File: config.mk
export PLATFORM = sky130hd
export DESIGN_NAME = chan_mux_rr
export DESIGN_NICKNAME = d
export VERILOG_FILES = /design/src/rtl/chan_mux_pkg.sv /design/src/rtl/rr_arbiter.sv /design/src/rtl/chan_mux_rr.sv
export SDC_FILE = /design/constraint.sdc
export NUM_CORES = 1
export LEC_CHECK = 0
export BUFFER_PORTS_ARGS = -buffer_cell sky130_fd_sc_hd__buf_2
export CELL_PAD_IN_SITES_DETAIL_PLACEMENT = 0
export CELL_PAD_IN_SITES_GLOBAL_PLACEMENT = 2
export CORE_AREA = 10 10 85 65
export CTS_CLUSTER_SIZE = 25
export DETAILED_ROUTE_END_ITERATION = 16
export DIE_AREA = 0 0 95 75
export PLACE_DENSITY = 0.79
export SLEW_MARGIN = 5
export SYNTH_ARGS = -nofsm -noshare
export SYNTH_HDL_FRONTEND = slang
export SYNTH_SLANG_ARGS = --single-unit
File: constraint.sdc
create_clock -name clk -period 3.09 [get_ports clk]
set_clock_uncertainty 0.15 [all_clocks]
set_input_delay 0.309 -clock clk [delete_from_list [all_inputs] [get_ports clk]]
set_output_delay 0.309 -clock clk [all_outputs]
set_load 0.01 [all_outputs]
File: src/rtl/chan_mux_pkg.sv
// Shared types and defaults for the channel mux: mode encoding, default sizes,
// and a one-hot to index helper used on the grant vector.
package chan_mux_pkg;

    typedef enum logic {
        MODE_FIXED = 1'b0,
        MODE_RR    = 1'b1
    } mode_e;

    localparam int NCH_DEF = 4;
    localparam int W_DEF   = 8;

    // Grant vectors are at most 16 wide; callers zero-extend and truncate the result.
    function automatic logic [3:0] oh2idx(input logic [15:0] oh);
        logic [3:0] idx;
        idx = '0;
        for (int i = 0; i < 16; i++) begin
            if (oh[i]) idx |= 4'(i);
        end
        return idx;
    endfunction

endpackage

File: src/rtl/rr_arbiter.sv
// Round-robin arbiter: one-hot grant of the first request at or above ptr, wrapping.
// Latency: purely combinational.
// Backpressure: none; the caller qualifies the grant with its own load condition.
module rr_arbiter #(
    parameter int NCH = 4,
    parameter int PW  = 2
) (
    input  logic [NCH-1:0] req,
    input  logic [PW-1:0]  ptr,
    output logic [NCH-1:0] gnt
);

    localparam logic [NCH-1:0] ONE = NCH'(1);

    logic [NCH-1:0] upper;
    logic [NCH-1:0] masked;

    // Requests at or above ptr win first; otherwise wrap to the lowest request.
    assign upper  = ~((ONE << ptr) - ONE);
    assign masked = req & upper;
    assign gnt    = (|masked) ? (masked & (~masked + ONE)) : (req & (~req + ONE));

endmodule

File: src/rtl/chan_mux_rr.sv
// N-channel to one mux, fixed-select or round-robin, with a registered output stage.
// Latency: one cycle from accept to y. Backpressure: y_ready low holds y and drops all d_ready.
// CHAN_MUX_RR_PARITY_EN adds y_par, the registered even parity of y.
module chan_mux_rr
    import chan_mux_pkg::*;
#(
    parameter int NCH = NCH_DEF,
    parameter int W   = W_DEF
) (
    input  logic                   clk,
    input  logic                   rst_n,
    input  logic [NCH*W-1:0]       d,
    input  logic [NCH-1:0]         d_valid,
    output logic [NCH-1:0]         d_ready,
    input  logic                   mode,
    input  logic [$clog2(NCH)-1:0] s,
    output logic [W-1:0]           y,
    output logic                   y_valid,
    input  logic                   y_ready,
    output logic [$clog2(NCH)-1:0] y_ch
`ifdef CHAN_MUX_RR_PARITY_EN
    ,
    output logic                   y_par
`endif
);

    localparam int SW = $clog2(NCH);

    logic [SW-1:0]  ptr;
    logic [SW-1:0]  ptr_nxt;
    logic [SW-1:0]  gnt_idx;
    logic [NCH-1:0] rr_gnt;
    logic [NCH-1:0] fix_gnt;
    logic [NCH-1:0] gnt;
    logic [W-1:0]   sel_dat;
    logic           rr_mode;
    logic           load;

    assign rr_mode = (mode_e'(mode) == MODE_RR);

    // An out-of-range s simply matches no channel.
    always_comb begin
        fix_gnt = '0;
        for (int i = 0; i < NCH; i++) begin
            fix_gnt[i] = d_valid[i] && (s == SW'(i));
        end
    end

    rr_arbiter #(
        .NCH (NCH),
        .PW  (SW)
    ) u_arb (
        .req (d_valid),
        .ptr (ptr),
        .gnt (rr_gnt)
    );

    assign gnt     = rr_mode ? rr_gnt : fix_gnt;
    assign load    = (!y_valid || y_ready) && (|gnt);
    assign d_ready = (load && rst_n) ? gnt : '0;
    assign gnt_idx = SW'(oh2idx(16'(gnt)));
    assign ptr_nxt = (gnt_idx == SW'(NCH - 1)) ? '0 : gnt_idx + SW'(1);

    always_comb begin
        sel_dat = '0;
        for (int i = 0; i < NCH; i++) begin
            if (gnt[i]) sel_dat |= d[i*W +: W];
        end
    end

    always_ff @(posedge clk or negedge rst_n) begin
        if (!rst_n) begin
            ptr <= '0;
        end else if (load && rr_mode) begin
            ptr <= ptr_nxt;
        end
    end

    always_ff @(posedge clk or negedge rst_n) begin
        if (!rst_n) begin
            y       <= '0;
            y_ch    <= '0;
            y_valid <= 1'b0;
        end else if (load) begin
            y       <= sel_dat;
            y_ch    <= gnt_idx;
            y_valid <= 1'b1;
        end else if (y_ready) begin
            y_valid <= 1'b0;
        end
    end

`ifdef CHAN_MUX_RR_PARITY_EN
    always_ff @(posedge clk or negedge rst_n) begin
        if (!rst_n) begin
            y_par <= 1'b0;
        end else if (load) begin
            y_par <= ^sel_dat;
        end
    end
`endif

endmodule

==> summary.md <==
| Metric | Value |
|---|---|
| Nets@finish | `204` |
| Clock latency on the worst-skew pair | `0.24 ns` |
| H-tree Lvls | `1` |
| Die ar. | `0.007125 mm^2` |
| Postcts setup bufs | `0` |
| Yosys cell types | `28` |
| WS Path Type | `reg -> reg` |
| Number of diodes | `0` |
| Die width | `95 um` |
| Global-route wire length before repair | `5.568 mm` |
| FILL cells | `415` |
| Most frequent cells in the layout | `56 x buf_2, 16 x a22oi_1, 13 x dfrtp_1, 12 x a21oi_1, 8 x a21o_1` |
| Critical Path Most Common Cell | `a21oi_1` |
| Worst Setup End Kind | `register` |
| Root Driver | `clkbuf_8` |
| GRT Residual Overflow | `0` |
| Largest net degree at the start of global routing | `18` |
| Core area | `0.003851 mm^2` |
| Vias in the first global route | `1148` |
| Slowest CP cell | `o41ai_4` |
| Critical path, cell by cell | `o21ai_1, a21oi_1, o21ai_2, o41ai_4, buf_4, a21oi_1, a21o_1` |
| Clock Sinks | `13` |
| Final Setup Violations | `0` |
| Top FF cell, synth | `dfrtp_1` |
| GPL Wtd Cong | `0.8011` |
| Wirelength per Cell | `15.44 um` |
| # DRC | `0` |
| WP data required | `3.07 ns` |
| DRT Wirelength | `3.289 mm` |
| Post-Syn Nets | `146` |
| Status | `finished, final reports clean` |
| Final Max Tran Viols | `0` |
| Slew Limit Headroom | `56.24%` |
| Number of buffers created by CTS | `3` |
| Area grow syn2layout | `41.69%` |
| DR vias | `1026` |
| Placed Cells incl. Taps | `208` |
| Syn avg cell area | `8.831 um^2` |
| Minimum clock period | `2.432 ns` |
| Synth area leaders | `dfrtp_1 35%, a22oi_1 13%, a21oi_1 6.5%, a21o_1 6.5%, o21ai_1 3.8%` |
| Pwr Total | `945.5 uW` |
| Post-synth ARST share | `100.0%` |
| Initial DRC count | `72` |
| Maximum vdd drop | `0.0003809 V` |
| Sequential share of the synthesized area | `35.42%` |
| Final Hold Fails | `0` |
| Clock Tree Buf Depth | `2` |
| Initial antenna violation count | `0` |
| Max_cap viols | `0` |
| Fin crit share | `78.69%` |
| Fin util | `33.79%` |
| Post-synth top area share | `35.42%` |
| Crit path max fanout | `13` |
| Synth Warn # | `0` |
| CTS tree | `done` |
| RSZ-0062 raised after global routing | `no` |
| Initial Util | `23.85%` |
| Number of flops mapped to enable cells by yosys | `0` |
| Buffers on Ports | `56` |
| Power per cell area | `726.6 mW/mm^2` |
| Clk pin slew, worst setup/hold paths | `0.06 ns` |
| Met2 Use GR | `15.27%` |
| GRT met3 Usage | `4.667%` |
| Overall Global Routing Usage | `9.499%` |
| Grt met1 use | `11.64%` |
| Final ANT Viol Nets | `0` |
| Cell taking the most area after synthesis | `dfrtp_1` |
| CP startpoint kind | `register` |
| Vias/cell | `4.817` |
| Mapped Area | `918.4 um^2` |
| Row count | `19` |
| # IOs | `57` |
| Min-Delay Path Class | `in -> reg` |
| Reg2Reg Depth | `7` |
| Worst hold stages | `4` |
| GRT Max-Usage Layer | `met2` |
| Synth Register Bits | `13` |
| Finished Layout Cells | `213` |
| Cells after Synth | `104` |
| Post-DP HPWL | `2.587 mm` |
| CP peak stage delay | `0.62 ns` |
| Fmax | `0.4113 GHz` |
| Die Height | `75 um` |
| Most common cell after layout, fill and taps aside | `buf_2` |
| Layout cells sized above 1 | `42.86%` |
| TNS Setup | `0 ns` |
| DP Area | `0.001246 mm^2` |
| Slew @ Worst Pin | `0.6564 ns` |
| Leakage power | `0.0006735 uW` |
| Post-route cell area | `0.001301 mm^2` |
| DRT Pass-1 Iters | `4` |
| Crit path DAT | `2.41 ns` |
-- synthesized netlist by cell type, types with 3 or more instances --
library cell and instances:
a21oi_1 12, a21o_1 8, o21ai_1 7, nand3b_1 3
dfrtp_1 13, nand2_1 5, clkbuf_1 4, nand2b_1 3
o21ai_0 3, nor2_1 5, a22oi_1 16, and3_1 4
-- worst paths after layout --
check	from	endpoint	slack, ns
setup / recovery	ptr[1]	y[5]	0.66
hold / removal	d[24]	y[0]	0.30
setup reg to reg	ptr[1]	y[5]	0.66
hold reg to reg	y_ch[1]	y_ch[1]	0.31
max in group asynchronous	rst_n	y_ch[1]	2.20
min in group asynchronous	rst_n	y[5]	0.35
-- metrics by stage --
| step | hold slack, ns | worst slack, ns |
|---|---|---|
| final | 0.2968 | 0.6585 |
| after global routing | 0.3260 | 0.3915 |
| after CTS | 0.2928 | 0.6258 |
| after detailed placement | 0.08073 | 0.6128 |
| after global placement | 0.08037 | 0.7340 |
| after floorplan | -0.1366 | 1.075 |
-- cell type report --
class | count | area [um^2] | share of cell area [%]
Clock buffer | 4 | 45.04 | 3.462
Inverter | 1 | 3.754 | 0.2885
Tap cell | 52 | 65.06 | 5.000
Sequential cell | 13 | 325.3 | 25.00
Timing Repair Buffer | 61 | 320.3 | 24.62
Multi-Input combinational cell | 82 | 541.8 | 41.63
-- cells by family after synthesis --
logic type | count (synthesis) | synth area share (%)
buffers and inverters | 9 | 5.585
flip-flops | 13 | 35.42
multiplexers | 1 | 1.090
AO/OA/AOI/OAI | 52 | 39.51
AND/OR/NAND/NOR | 29 | 18.39
-- metal layers --
metal	share of wire (%)	wire (um)
met5	0	0
met4	0.24	8
met3	7.9	260
met2	45	1496
met1	46	1522
-- flip-flops by register name (all words and copies together), names as in the netlist --
name     count
ptr          2
y            8
y_ch         2
y_valid      1
-- critical path: cells and delay by family, from the launching register on --
kind | cells | cell delay, ns
AO/OA/AOI/OAI | 6 | 1.42
flip-flops | 1 | 0.48
buffers and inverters | 1 | 0.26
-- what timing repair did --
action / 4_1_cts / 5_1_grt
hold buffers: 1 / 0
hold endpoints to repair: 13 / 0
resized for setup: 0 / 0
-- power by group --
part           leakage [uW]  switching, uW  internal, uW
Sequential         0.000160           69.8           256
Clock             0.0000228           59.7          91.0
Combinational      0.000491            256           213
Total              0.000674            386           560
No activity file was read; power rests on OpenSTA's default activity.
